`src/rtl/bus_cycle_ctrl.sv`:
```
// rtl/bus_cycle_ctrl.sv - ALE-latched bus cycle controller with chip-select decode and timeouts
module bus_cycle_ctrl #(
    parameter bit IOM         = 1'b0,
    parameter int ADDR_W      = 20,
    parameter int NUM_DEV     = 4,
    parameter int WAIT_STATES = 1,
    parameter int TIMEOUT     = 8
) (
    input  logic              clock,
    input  logic              reset,
    input  logic              ALE,
    input  logic              M_IOb,
    input  logic [ADDR_W-1:0] addr,
    input  logic              rdb,
    input  logic              wrb,
    input  logic              ready,
    output logic              OEb,
    output logic              WR_RDb,
    output logic [NUM_DEV-1:0] CSb,
    output logic              busy,
    output logic              cycle_done,
    output logic              timeout_err
);

    localparam int IDX_W = $clog2(NUM_DEV);
    localparam int WS_W  = (WAIT_STATES > 0) ? $clog2(WAIT_STATES + 1) : 1;
    localparam int TO_W  = $clog2(TIMEOUT + 1);

    localparam int I_IDLE   = 0;
    localparam int I_DECODE = 1;
    localparam int I_READ   = 2;
    localparam int I_WRITE  = 3;
    localparam int I_TRI    = 4;

    localparam logic [4:0] ST_IDLE   = 5'b00001;
    localparam logic [4:0] ST_DECODE = 5'b00010;
    localparam logic [4:0] ST_READ   = 5'b00100;
    localparam logic [4:0] ST_WRITE  = 5'b01000;
    localparam logic [4:0] ST_TRI    = 5'b10000;

    localparam logic [WS_W-1:0] WS_LOAD = WS_W'(WAIT_STATES);
    localparam logic [TO_W-1:0] TO_LAST = TO_W'(TIMEOUT - 1);

    logic [4:0]        state_q, state_d;
    logic [WS_W-1:0]   ws_q, ws_d;
    logic [TO_W-1:0]   to_q, to_d;
    logic [ADDR_W-1:0] addr_q, addr_d;
    logic              mio_q, mio_d;
    logic              err_q, err_d;

    logic              space_match;
    logic [IDX_W-1:0]  dev_idx;
    logic              cs_active;
    logic              unused_addr_bits;

    assign space_match      = (mio_q == ~IOM);
    assign dev_idx          = addr_q[ADDR_W-1 -: IDX_W];
    assign unused_addr_bits = ^addr_q[ADDR_W-IDX_W-1:0];

    always_ff @(posedge clock or posedge reset) begin
        if (reset) begin
            state_q <= ST_IDLE;
            ws_q    <= '0;
            to_q    <= '0;
            addr_q  <= '0;
            mio_q   <= 1'b0;
            err_q   <= 1'b0;
        end else begin
            state_q <= state_d;
            ws_q    <= ws_d;
            to_q    <= to_d;
            addr_q  <= addr_d;
            mio_q   <= mio_d;
            err_q   <= err_d;
        end
    end

    // to_q is shared: DECODE strobe wait, then data-phase ready wait.
    always_comb begin
        state_d = state_q;
        ws_d    = ws_q;
        to_d    = to_q;
        addr_d  = addr_q;
        mio_d   = mio_q;
        err_d   = 1'b0;
        if (state_q[I_IDLE]) begin
            if (ALE) begin
                addr_d  = addr;
                mio_d   = M_IOb;
                to_d    = '0;
                state_d = ST_DECODE;
            end
        end else if (state_q[I_DECODE]) begin
            if (!space_match) begin
                to_d    = '0;
                state_d = ST_IDLE;
            end else if (!wrb) begin
                ws_d    = WS_LOAD;
                to_d    = '0;
                state_d = ST_WRITE;
            end else if (!rdb) begin
                ws_d    = WS_LOAD;
                to_d    = '0;
                state_d = ST_READ;
            end else if (to_q == TO_LAST) begin
                to_d    = '0;
                err_d   = 1'b1;
                state_d = ST_IDLE;
            end else begin
                to_d = to_q + 1'b1;
            end
        end else if (state_q[I_READ] || state_q[I_WRITE]) begin
            if (ws_q != '0) begin
                ws_d = ws_q - 1'b1;
            end else if (ready) begin
                to_d    = '0;
                state_d = ST_TRI;
            end else if (to_q == TO_LAST) begin
                to_d    = '0;
                err_d   = 1'b1;
                state_d = ST_TRI;
            end else begin
                to_d = to_q + 1'b1;
            end
        end else if (state_q[I_TRI]) begin
            state_d = ST_IDLE;
        end else begin
            state_d = ST_IDLE;
        end
    end

    // err_q marks the cycle after an abort: TRISTATE for data-phase, IDLE for decode.
    always_comb begin
        OEb         = state_q[I_READ];
        WR_RDb      = state_q[I_WRITE];
        busy        = ~state_q[I_IDLE];
        cs_active   = state_q[I_READ] | state_q[I_WRITE] | state_q[I_TRI];
        CSb         = cs_active ? ~(NUM_DEV'(1) << dev_idx) : '1;
        cycle_done  = state_q[I_TRI] & ~err_q;
        timeout_err = err_q;
    end

endmodule

```
`config.mk`:
```
export PLATFORM = sky130hd
export DESIGN_NAME = bus_cycle_ctrl
export DESIGN_NICKNAME = d
export VERILOG_FILES = /design/src/rtl/bus_cycle_ctrl.sv
export SDC_FILE = /design/constraint.sdc
export NUM_CORES = 1
export LEC_CHECK = 0
export CAP_MARGIN = 20
export CORE_MARGIN = 2
export CORE_UTILIZATION = 43
export DETAILED_ROUTE_END_ITERATION = 8
export GPL_TIMING_DRIVEN = 1
export PLACE_DENSITY_LB_ADDON = 0.08
export SYNTH_ARGS = -nofsm -noshare
export SYNTH_HDL_FRONTEND = slang
export SYNTH_SLANG_ARGS = --single-unit
```
`constraint.sdc`:
```
create_clock -name clock -period 3.85 [get_ports clock]
set_input_delay 0.385 -clock clock [delete_from_list [all_inputs] [get_ports clock]]
set_output_delay 0.385 -clock clock [all_outputs]
set_load 0.05 [all_outputs]
```
# After elaboration in Yosys (flattened, before gate mapping)
# Index checks and enable logic that the tools add are counted.
# classes
addsub,2
n_eq_ne,8
n_shift,1
mux,37
bitwise_logic,6
n_reduce_logical,7
# ops
op,count
5-bit 2-to-1 mux,11
4-bit 2-to-1 mux,11
1-bit 2-to-1 mux,15
4-bit AND reduction,2
3-bit != test (second input constant),2
6-bit by 5-bit != test with 1-bit output (second input constant),1
5-bit != test (second input constant),1
4-bit by 1-bit adder with 4-bit output (second input constant),1
4-bit by 3-bit equality test with 1-bit output (second input constant),1
4-bit != test (second input constant),1
4-bit inverter,1
1-bit by 2-bit left shift with 4-bit output (first input constant),1
3-bit AND reduction,1
3-bit nonzero test,1
2-bit by 1-bit != test with 1-bit output (second input constant),1
2-bit != test (second input constant),1
1-bit inverter,2
1-bit OR,2
2-bit AND reduction,1
2-bit nonzero test,1
1-bit bitwise AND,1
1-bit logical OR,1
1-bit subtractor (second input constant),1
# word_totals
reg_bits,32
inputBits,27
out_inout_bits,9
wordCells,69

# Depth between registers and ports, before layout
# depth
ltp_word,7
depth_mapped,5
mapped_depth_nobuf,5

# Least setup slack after synthesis
# No wires, ideal clock.
# synth_timing
path_kind,register to output
from,reg state_q[3]
to,out CSb[2]
t_arrival_ns,1.412
required_time_ns,3.465
slack_ns,2.053
path_stages_with_launch,3
n_path_buf,0
path_cell_list,dfrtp_1 > nor3_1 > or3b_2
# synth_between
elab_chain_cells,3
# synth_lines
item,line,rtl
"start, declared",44,"logic [4:0] state_q, state_d;"
"start signal, assigned",69,state_q <= state_d;
1-bit OR (2 in a row),137,cs_active = state_q[I_READ] | state_q[I_WRITE] | state_q[I_TRI];
4-bit 2-to-1 mux,138,CSb = cs_active ? ~(NUM_DEV'(1) << dev_idx) : '1;
"end, declared",19,"output logic [NUM_DEV-1:0] CSb,"
# Every way passes these cells.

# Final worst setup path
# Ends and elaborated chain as after synthesis.

==> summary.md <==
| Metric | Value |
|---|---|
| Cell variety after synth | 34 |
| Iter 0 DRT Violations | 18 |
| Fill cell count | 161 |
| Clock sinks | 14 |
| Leakage | 0.420 nW |
| CTS Hold Bufs | 0 |
| Setup-failing EPs final | 0 |
| TritonCTS Buffers | 3 |
| P per Cell Area | 760 nW/um2 |
| CP Max Fanout | 4 |
| Crit path kind | register to output pin |
| Cells after Synth | 79 |
| Max-cap violations | 0 |
| Final Hold Fails | 0 |
| HP Class | primary input to async pin |
| CP max-delay cell | clkdlybuf4s50_1 |
| Clk_skew | 0.00591 ns |
| Measured slew at the worst slew-check pin | 0.509 ns |
| Setup Fix Bufs, Post-CTS | 0 |
| Min Hold Slack | 0.432 ns |
| # DRC | 0 |
| Synthesized area | 798 um2 |
| Diode count | 0 |
| Final setup TNS | 0 ns |
| Largest net degree at the start of global routing | 15 |
| Post-route antenna net violation count | 0 |
| Die Y-Extent | 47.1 um |
| # rows | 15 |
| CTS Buffer Depth | 2 |
| Layout area overhead | 27.0% |
| Vias per inst | 5.35 |
| Worst skew pair latency | 0.27 ns |
| Startpoint types | register |
| Core area | 1750 um2 |
| Clock Pin Slew Worst Setup and Hold Paths | 0.09 ns |
| Overflow after GRT | 0 |
| Final min period | 2.39 ns |
| Seq. cell area | 352 um2 |
| Mapped Avg Cell Area | 10.1 um2 |
| Ys Warns | 0 |
| Dominant synthesized flop cell | dfrtp_1 |
| Final Wtd Congestion | 0.827 |
| Outcome | complete, no violations |
| EDFF count, synth | 0 |
| Initial core utilization | 0.457 |
| CP required | 3.46 ns |
| Final HPWL DP | 1180 um |
| Final instance area | 1010 um2 |
| Drt first pass iters | 4 |
| Placement Cell Area | 977 um2 |
| CTS tree | yes |
| Yosys reg bits | 14 |
| Reg2Reg Setup Slack | 2.26 ns |
| WL per Instance | 12.6 um |
| Die area | 2220 um2 |
| Unrepaired setup endpoints after global routing | false |
| Critical path capture point type | output pin |
| Multi-input gate area | 409 um2 |
| Synth async-reset ratio | 1.00 |
| H-tree Lvls | 1 |
| Global-route wire length before repair | 2380 um |
| Final Slew Violations | 0 |
| Layout net count | 127 |
| Gr usage total | 0.155 |
| Total number of vias | 658 |
| Max_slew headroom | 0.660 |
| # resized after CTS | 0 |
| Crit-path cells | nor3_1 > or3b_2 > clkdlybuf4s50_1 |
| Arrival @ worst endpoint | 2.01 ns |
| IR drop worst, VDD | 0.464 mV |
| Fmax | 0.418 GHz |
| Tcrit/Tclk final | 0.621 |
| Number of port buffers | 17 |
| Vias in the first global route | 552 |
| Crit-path max cell delay | 0.79 ns |
| Post-route core utilization | 0.581 |
| Initial antenna violation count | 0 |
| Layout cells sized above 1 | 0.143 |
| Sequential-to-total area share from yosys stat | 0.440 |
| Net Count, Synth | 107 |
| Drt total wl | 1550 um |
| CTS Root Cell | clkbuf_4 |
| Number of I/O pins | 36 |
| Die width | 47.1 um |
==> layout by cell type (no fill, tap or decap), types with 3 or more instances in the layout <==
cell type and n:
and3_1 3, clkbuf_4 3, clkdlybuf4s50_1 17, dfrtp_1 13, inv_1 4, mux2_2 3
nand2_1 6, nand2b_1 4, nand3b_1 3, nor2_1 7, o21ai_0 3, o21ai_1 3
==> stage by stage <==
step	power, mW	setup WS (ns)	instances
after floorplan	0.579	2.05	79
after global placement	0.661	1.79	119
after detailed placement	0.667	1.77	119
after CTS	0.776	1.46	123
after global routing	0.821	1.30	123
final	0.770	1.46	123
==> final timing paths <==
check,from,endpoint,cells past startpoint
worst max-delay path,state_q[3],CSb[2],3
worst min-delay path,reset,addr_q[18],2
worst max register to register,state_q[0],to_q[0],4
worst min register to register,to_q[0],to_q[0],1
max in group asynchronous,reset,state_q[0],2
min in group clock,to_q[0],to_q[0],1
==> final cells by class <==
cell class                 count  share of cell area
sequential                    14               0.347
inverter                       4              0.0148
multi-input combinational     59               0.404
timing repair buffer          17               0.168
tap                           25              0.0309
clock buffer                   4              0.0358
==> routing by layer <==
metal  part of all wire  GRT usage  wire, um
met1               0.48      0.203       745
met2               0.46      0.252       705
met3              0.054     0.0385        84
met4             0.0084     0.0500        13
met5                  0          0         0
==> synth_stat cells (all sizes together), types with 2 or more instances <==
| cell type | number | area (um2) |
|---|---|---|
| nand2 | 7 | 28.8 |
| nand3 | 2 | 10.0 |
| nand3b | 3 | 22.5 |
| a31oi | 2 | 12.5 |
| o31ai | 2 | 20.0 |
| nand2b | 4 | 25.0 |
| a21oi | 3 | 26.3 |
| nor2 | 7 | 26.3 |
| a211oi | 2 | 15.0 |
| inv | 4 | 15.0 |
| buf | 2 | 22.5 |
| mux2 | 3 | 33.8 |
| dfrtp | 13 | 325 |
| o2bb2ai | 2 | 17.5 |
| and3 | 3 | 18.8 |
| o21ai | 6 | 30.0 |
==> registers in the layout (all words and copies together) (netlist names) <==
register,flops
ws_q,1
timeout_err,1
mio_q,1
to_q,4
addr_q,2
state_q,5
==> kinds of logic after synthesis <==
logic type / synth area share
simple gates: 0.229
fa+ha+maj: 0.0157
mux: 0.0423
flops: 0.440
buf+inv: 0.0470
compound gates: 0.226
==> worst max-delay path, delay by kind of cell (launching register included) <==
family / cells / cell delay (ns)
buffers and inverters: 1 / 0.79
DFF: 1 / 0.42
and+or+nand+nor: 2 / 0.52
==> power by group <==
part	switching (mW)	internal (mW)
registers	0.0748	0.199
logic	0.233	0.159
clock network	0.0476	0.0574
total	0.356	0.415
Note: power is estimated with default switching activity, not from simulation.
